$ cat src/rtl/alu_seq.sv
// alu_seq: registered, handshaked EX-stage ALU.
//   Single-cycle ops (and/or/add/xor/srl/sll/sub/slt/sra) complete one cycle after accept.
//   mul (low WIDTH bits of the unsigned product) runs one shift-add step per cycle.
//   divu (restoring quotient) runs one subtract step per cycle.
//   Both iterative ops show out_valid WIDTH+1 cycles after accept.
//   Illegal or disabled opcodes return result=0 with err=1 after one cycle.
//
// Configuration macro: ALU_SEQ_DIV_EN
//   Defined:   opcode 1101 (divu) is implemented; x/0 returns all ones with err=0.
//   Undefined: no divider logic is built and 1101 is treated as illegal.
//
// Parameters:
//   WIDTH  operand/result width; must be a power of two and >= 8.
//   SHW    shift-amount width, derived as $clog2(WIDTH).
//
// Ports:
//   clk        rising-edge clock
//   rst_n      asynchronous active-low reset
//   in_valid   op_a/op_b/alu_ctrl are valid
//   in_ready   unit can accept; high only in IDLE
//   op_a       operand 1, width WIDTH
//   op_b       operand 2, width WIDTH; shifts use op_b[SHW-1:0]
//   alu_ctrl   4-bit operation select
//   out_valid  result valid; held until out_ready
//   out_ready  consumer takes the result
//   result     operation result, width WIDTH
//   zero       result == 0
//   err        illegal or disabled opcode
module alu_seq #(
  parameter int unsigned WIDTH = 32
) (
  input  logic             clk,
  input  logic             rst_n,
  input  logic             in_valid,
  output logic             in_ready,
  input  logic [WIDTH-1:0] op_a,
  input  logic [WIDTH-1:0] op_b,
  input  logic [3:0]       alu_ctrl,
  output logic             out_valid,
  input  logic             out_ready,
  output logic [WIDTH-1:0] result,
  output logic             zero,
  output logic             err
);

  localparam int unsigned SHW = $clog2(WIDTH);

  localparam logic [1:0] IDLE = 2'd0;
  localparam logic [1:0] BUSY = 2'd1;
  localparam logic [1:0] DONE = 2'd2;

  logic [1:0]       stateQ, stateD;
  logic [SHW-1:0]   cntQ;
  logic [WIDTH-1:0] aQ, bQ, accQ;
  logic [WIDTH-1:0] resultQ;
  logic             errQ;

  // Single-cycle decode of the incoming operation
  logic [SHW-1:0]   shamt;
  logic [WIDTH-1:0] singleRes;
  logic             singleErr;
  logic             isIter;
  logic             isDiv;

  assign shamt = op_b[SHW-1:0];

  always_comb begin
    singleRes = '0;
    singleErr = 1'b0;
    isIter    = 1'b0;
    isDiv     = 1'b0;
    case (alu_ctrl)
      4'b0000: singleRes = op_a & op_b;
      4'b0001: singleRes = op_a | op_b;
      4'b0010: singleRes = op_a + op_b;
      4'b0011: singleRes = op_a ^ op_b;
      4'b0100: singleRes = op_a >> shamt;
      4'b0101: singleRes = op_a << shamt;
      4'b0110: singleRes = op_a - op_b;
      4'b0111: singleRes = {{(WIDTH-1){1'b0}}, ($signed(op_a) < $signed(op_b))};
      4'b1000: singleRes = $unsigned($signed(op_a) >>> shamt);
      4'b1100: isIter = 1'b1;
`ifdef ALU_SEQ_DIV_EN
      4'b1101: begin
        isIter = 1'b1;
        isDiv  = 1'b1;
      end
`endif
      default: singleErr = 1'b1;
    endcase
  end

  // One iteration step of the multiply or divide.
  // mul:  accQ accumulates the product, aQ is the multiplicand (shifted left),
  //       bQ is the multiplier (shifted right, LSB selects the add).
  // divu: accQ is the partial remainder, aQ shifts dividend bits out and
  //       quotient bits in, bQ holds the divisor.
  logic [WIDTH-1:0] nextAcc, nextA, nextB, iterRes;
  logic [WIDTH-1:0] mulAcc;

  assign mulAcc = accQ + (bQ[0] ? aQ : '0);

`ifdef ALU_SEQ_DIV_EN
  logic             isDivQ;
  logic [WIDTH:0]   remShift, remDiff;
  logic             divFits;

  assign remShift = {accQ, aQ[WIDTH-1]};
  assign remDiff  = remShift - {1'b0, bQ};
  // A zero divisor always fits, which yields an all-ones quotient
  assign divFits  = ~remDiff[WIDTH];

  always_comb begin
    if (isDivQ) begin
      nextAcc = divFits ? remDiff[WIDTH-1:0] : remShift[WIDTH-1:0];
      nextA   = {aQ[WIDTH-2:0], divFits};
      nextB   = bQ;
      iterRes = nextA;
    end else begin
      nextAcc = mulAcc;
      nextA   = aQ << 1;
      nextB   = bQ >> 1;
      iterRes = nextAcc;
    end
  end
`else
  always_comb begin
    nextAcc = mulAcc;
    nextA   = aQ << 1;
    nextB   = bQ >> 1;
    iterRes = nextAcc;
  end
`endif

  logic lastStep;
  assign lastStep = (cntQ == SHW'(WIDTH - 1));

  always_comb begin
    stateD = stateQ;
    case (stateQ)
      IDLE:    if (in_valid) stateD = isIter ? BUSY : DONE;
      BUSY:    if (lastStep) stateD = DONE;
      DONE:    if (out_ready) stateD = IDLE;
      default: stateD = IDLE;
    endcase
  end

  always_ff @(posedge clk or negedge rst_n) begin
    if (!rst_n) begin
      stateQ  <= IDLE;
      cntQ    <= '0;
      aQ      <= '0;
      bQ      <= '0;
      accQ    <= '0;
      resultQ <= '0;
      errQ    <= 1'b0;
`ifdef ALU_SEQ_DIV_EN
      isDivQ  <= 1'b0;
`endif
    end else begin
      stateQ <= stateD;
      case (stateQ)
        IDLE: begin
          if (in_valid) begin
            if (isIter) begin
              // Operands are captured here; later input changes are ignored
              aQ   <= op_a;
              bQ   <= op_b;
              accQ <= '0;
              cntQ <= '0;
`ifdef ALU_SEQ_DIV_EN
              isDivQ <= isDiv;
`endif
            end else begin
              resultQ <= singleRes;
              errQ    <= singleErr;
            end
          end
        end
        BUSY: begin
          aQ   <= nextA;
          bQ   <= nextB;
          accQ <= nextAcc;
          cntQ <= cntQ + 1'b1;
          if (lastStep) begin
            resultQ <= iterRes;
            errQ    <= 1'b0;
          end
        end
        default: ;
      endcase
    end
  end

  // isDiv only matters when the divider is built
  logic unusedIsDiv;
  assign unusedIsDiv = isDiv;

  assign in_ready  = (stateQ == IDLE);
  assign out_valid = (stateQ == DONE);
  assign result    = resultQ;
  assign zero      = (resultQ == '0);
  assign err       = errQ;

endmodule

$ cat config.mk
export PLATFORM = sky130hd
export DESIGN_NAME = alu_seq
export DESIGN_NICKNAME = d
export VERILOG_FILES = /design/src/rtl/alu_seq.sv
export SDC_FILE = /design/constraint.sdc
export NUM_CORES = 1
export LEC_CHECK = 0
export BUFFER_PORTS_ARGS = -buffer_cell sky130_fd_sc_hd__buf_2
export CAP_MARGIN = 20
export CORE_MARGIN = 2
export CORE_UTILIZATION = 41
export DETAILED_ROUTE_END_ITERATION = 8
export PLACE_DENSITY = 0.6
export RECOVER_POWER = 100
export SLEW_MARGIN = 30
export SYNTH_ARGS = -nofsm -noshare
export SYNTH_HDL_FRONTEND = slang
export SYNTH_SLANG_ARGS = --single-unit
export TNS_END_PERCENT = 5
$ cat constraint.sdc
create_clock -name clk -period 4.4 [get_ports clk]
set_input_delay 1.1 -clock clk [delete_from_list [all_inputs] [get_ports clk]]
set_output_delay 1.1 -clock clk [all_outputs]
set_load 0.02 [all_outputs]
# [Word-level counts from Yosys, hierarchy flattened]
# Cells that the tools add are included.
[classes] bitwise_logic=3 add_sub_neg=4 mux=29 shift=3 eq_ne=17 reduce_logical=8 magnitude_cmp=1
[op_table] op="32-bit 2-to-1 mux" n=10
[op_table] op="32-bit one-hot mux with 9 select lines" n=1
[op_table] op="32-bit one-hot mux with 2 select lines" n=4
[op_table] op="32-bit adder" n=2
[op_table] op="32-bit AND" n=1
[op_table] op="32-bit zero test" n=1
[op_table] op="32-bit < comparator" n=1
[op_table] op="32-bit bitwise OR" n=1
[op_table] op="32-bit by 5-bit << shifter with 32-bit output" n=1
[op_table] op="32-bit by 5-bit right shift with 32-bit output" n=1
[op_table] op="32-bit by 5-bit >>> shifter with 32-bit output" n=1
[op_table] op="32-bit subtractor" n=1
[op_table] op="32-bit bitwise XOR" n=1
[op_table] op="4-bit by 3-bit equality test with 1-bit output (second input constant)" n=4
[op_table] op="5-bit 2-to-1 mux" n=2
[op_table] op="5-bit one-hot mux with 2 select lines" n=1
[op_table] op="10-bit OR reduction" n=1
[op_table] op="4-bit by 2-bit equality test with 1-bit output (second input constant)" n=2
[op_table] op="4-bit equality test (second input constant)" n=2
[op_table] op="2-bit 2-to-1 mux" n=4
[op_table] op="2-bit != test (second input constant)" n=3
[op_table] op="2-bit one-hot mux with 3 select lines" n=1
[op_table] op="3-bit AND reduction" n=2
[op_table] op="5-bit by 1-bit adder with 5-bit output (second input constant)" n=1
[op_table] op="11 further kinds" n=16
[word_totals] regBits=136 out_inout_bits=36

# [Depth between registers and ports, before layout]
[depth] ltp_word=6 ltp_mapped=16 ltp_nobuf=13

# [Worst setup path before layout]
# Ideal clock, no wire load.
[synth_timing] kind="in2reg" from="input op_b[2]" to="register resultQ[30] (netlist: result[30])" path_stages=16 setup_ns=0.130 n_path_buf=4 slack_ns=-0.317 arrival_ns=4.587 cell_sequence="buf_2 -> inv_1 -> buf_2 -> buf_2 -> clkbuf_1 -> ha_1 -> o21bai_1 -> a2111oi_2 -> or3_1 -> a211oi_2 -> a211oi_2 -> nor4_2 -> o32ai_2 -> mux2i_1 -> o41ai_1 -> a21oi_1"
[synth_between] elab_chain_len=5
[synth_lines] element="from (decl)" line="37" rtl="input logic [WIDTH-1:0] op_b,"
[synth_lines] element="32-bit subtractor, or another cell as far along" line="79" rtl="4'b0110: singleRes = op_a - op_b;"
[synth_lines] element="32-bit one-hot mux with 9 select lines (*)" line="72" rtl="case (alu_ctrl)"
[synth_lines] element="32-bit 2-to-1 mux (*)" line="165" rtl="if (isIter) begin"
[synth_lines] element="32-bit 2-to-1 mux (*)" line="164" rtl="if (in_valid) begin"
[synth_lines] element="32-bit one-hot mux with 2 select lines (*)" line="162" rtl="case (stateQ)"
[synth_lines] element="to (signal assigned)" line="175" rtl="resultQ <= singleRes;"
[synth_lines] element="to (signal assigned)" line="186" rtl="resultQ <= iterRes;"
[synth_lines] element="to (decl)" line="55" rtl="logic [WIDTH-1:0] resultQ;"
# Every way passes the cells marked *; elsewhere a longest branch is shown, timed or not. The select of a mux whose other input is x is not followed.
# A chain may end at the register's enable or synchronous reset.

# [Final worst setup path]
[layout_timing] from="input op_a[0]" to="register resultQ[30] (netlist: result[30])"
[layout_between] elab_chain_len=5
[layout_lines] element="from (decl)" line="36" rtl="input logic [WIDTH-1:0] op_a,"
[layout_lines] element="32-bit subtractor, or another cell as far along" line="79"
[layout_lines] element="32-bit one-hot mux with 9 select lines (*)" line="72"
[layout_lines] element="32-bit 2-to-1 mux (*)" line="165"
[layout_lines] element="32-bit 2-to-1 mux (*)" line="164"
[layout_lines] element="32-bit one-hot mux with 2 select lines (*)" line="162"
# Marked as above.

==> impl_metrics.env <==
export IMPL_status="finished with violations"
export IMPL_violations="capacitance limit, slew limit"
export IMPL_synth_seq_area_share=0.206
export IMPL_drt_vias_per_instance=6.35
export IMPL_routedWlPerCell_um=27.6
export IMPL_slew_limit_headroom=-0.695
export IMPL_chipWidth_um=205
export IMPL_grt_first_pass_wirelength_mm=121
export IMPL_syn_to_final_growth_pct=17.6
export IMPL_drt_iter0_markers=2497
export IMPL_min_path_type="reg2reg"
export IMPL_stdcell_count=3026
export IMPL_clk_latency_ps=470
export IMPL_path_buf_inv=3
export IMPL_path_delay_family="compound AO/OA/AOI/OAI gates"
export IMPL_slowest_stage="a2111oi_1"
export IMPL_die_area_sq_um=41900
export IMPL_h_tree_depth=4
export IMPL_post_cts_buffers=0
export IMPL_synth_cells=2283
export IMPL_clock_sinks=136
export IMPL_grt_overflow=0
export IMPL_async_reset_ff_frac=1.00
export IMPL_p_leak_uw=0.00887
export IMPL_crit_start="op_a[0]"
export IMPL_fin_setup_tns_ps=0
export IMPL_finClkSkew_ps=15.5
export IMPL_ff2ff_setup_slack_ps=380
export IMPL_synth_nets=2500
export IMPL_utilization=0.489
export IMPL_hp_start="accQ[24]"
export IMPL_chipHeight_um=205
export IMPL_critPathRequiredTime_ps=4730
export IMPL_postCtsHoldBufs=0
export IMPL_antenna_left=0
export IMPL_r2r_start="bQ[0]"
export IMPL_min_period_ps=4320
export IMPL_start_kind="primary input"
export IMPL_critPathArrivalTime_ps=4660
export IMPL_max_freq_mhz=231
export IMPL_dp_cells=2992
export IMPL_crit_chain="buf_2 > inv_1 > ha_1 > fa_1 > o21bai_1 > a2111oi_1 > or3_1 > a211oi_2 > clkbuf_2 > a211oi_2 > nor4_2 > o32ai_2 > mux2i_1 > o41ai_1 > a21oi_1"
export IMPL_cp_common_cell="a211oi_2"
export IMPL_gp_congestion=1.04
export IMPL_drc=0
export IMPL_dpl_instance_area_sq_um=19000
export IMPL_worst_slew_pin_slew_ps=2540
export IMPL_yosys_area_top_type="dfrtp_1"
export IMPL_slew_viol_final=122
export IMPL_fin_nets=2703
export IMPL_grt_pass1_vias=18200
export IMPL_cp_max_fo=3
export IMPL_ctsResizeCount=0
export IMPL_ios=108
export IMPL_first_pass_iters=6
export IMPL_power_uw=8160
export IMPL_synth_area_sq_um=16500
export IMPL_worst_setup_path_end_kind="register"
export IMPL_crit_type="in2reg"
export IMPL_cellPowerDensity_nw_per_um2=420
export IMPL_cts_buffers=17
export IMPL_fin_area_sq_um=19400
export IMPL_avgSynthCellArea_sq_um=7.24
export IMPL_core_area_sq_um=39700
export IMPL_cts_tree="built"
export IMPL_period_share=0.983
export IMPL_final_common_cell="nand2_1"
export IMPL_root_buffer="clkbuf_16"
export IMPL_finalHoldViolCount=0
export IMPL_ys_ff_latch=136
export IMPL_synth_top_area_frac=0.206
export IMPL_hpwl_mm=67.0
export IMPL_wl_mm=83.5
export IMPL_cts_path_max_buffers=2
export IMPL_rsz0062_at_grt="false"
export IMPL_yosys_most_used_dff="dfrtp_1"
export IMPL_grt_max_degree=96
export IMPL_via_count=19200
export IMPL_synthTopCellsByArea="dfrtp_1 21%, ha_1 11%, nand2_1 7.8%"
export IMPL_drv_cap=2
export IMPL_peakVddDrop_v=0.000238
export IMPL_path_clk_slew_ps=70
export IMPL_post_route_cells_drive_above_1_share=0.158
export IMPL_most_common_layout_cells="344 x nand2_1, 275 x nor2_1, 215 x buf_4, 206 x a21oi_1, 142 x ha_1"
export IMPL_yosysWarnings=0
export IMPL_synth_edff_count=0
export IMPL_ys_types=80
export IMPL_antenna_found_initial=2
export IMPL_track_usage=0.395
export IMPL_start_util=0.416
export IMPL_crit_path_max_incr_delay_ps=660
export IMPL_finalSetupViolations=0
export IMPL_rows=73
export IMPL_io_buffer_count=107
[cells in the mapped netlist (all sizes together), types with 12 or more instances]
cell type  number
nor2          275
o31ai          12
ha            142
a31oi          91
buf            41
o21bai         18
o211ai         35
o21a           15
nor3           41
clkbuf        119
mux4           24
nand4          21
and2           39
a22o           14
mux2           18
nand3          34
nor2b          14
xnor2          34
a221oi         20
inv           107
nand2b         21
a21oi         207
nand2         344
o21ai         130
dfrtp         136
a211oi         32
o22ai          30
and3           12
mux2i          55
a21o           37
[worst min-delay path, cell delays in order (launching register included)]
cell and delay [ps]:
dfrtp_1 350, nand2_1 50, nand2_1 60
[power by group]
part / total [uW] / internal [uW] / switching [uW]
sequential: 2210 / 1780 / 432
combinational: 4480 / 1760 / 2720
clock: 1470 / 805 / 664
[routing by layer]
metal | vias up | track usage | wire length [um]
li1 | 8668 | - | -
met3 | 241 | 0.0727 | 7660
met2 | 1091 | 0.607 | 36000
met4 | 0 | 0.218 | 5480
met1 | 9227 | 0.523 | 34400
met5 | - | 0 | 0
[final cells by class]
cell class / instances / area (sq um)
inverter: 109 / 409
clock inverter: 14 / 158
timing repair buffer: 344 / 2300
antenna: 2 / 5.00
clock buffer: 18 / 429
tap: 525 / 657
multi-input combinational: 1878 / 12100
fill: 4099 / 20300
sequential: 136 / 3400
[state kept, by name, summed over array words and instances, names as in the netlist]
signal and flops:
accQ 32, err 1, stateQ 2, result 32, aQ 32, cntQ 5, bQ 32
[through the flow]
step | hold slack (ps) | setup slack, ps
2_1_floorplan | 452 | -1.32
3_3_place_gp | 466 | -27.9
3_5_place_dp | 472 | -42.6
4_1_cts | 490 | 436
5_1_grt | 503 | 14.2
6_report | 487 | 76.0
[cell families (layout without fill, tap and decap cells)]
kind of cell / after synthesis / after routing / share of synthesized area
adders and majority gates: 145 / 145 / 0.111
and+or+nand+nor: 842 / 842 / 0.222
muxes: 97 / 97 / 0.0783
DFF: 136 / 136 / 0.206
xor gates and xnor gates: 43 / 43 / 0.0228
AOI/OAI and AO/OA: 751 / 751 / 0.296
buffers and inverters: 269 / 485 / 0.0640
other: 0 / 2 / 0
[path summary, 6_finish.rpt]
check | endpoint | depth (start not counted)
worst max-delay path | result[30] | 15
worst max register to register | result[26] | 13
worst min-delay path | accQ[24] | 2
min in group asynchronous | accQ[20] | 1
worst min register to register | accQ[24] | 2
max in group asynchronous | stateQ[1] | 2
Note: power is estimated with default switching activity, not from simulation.
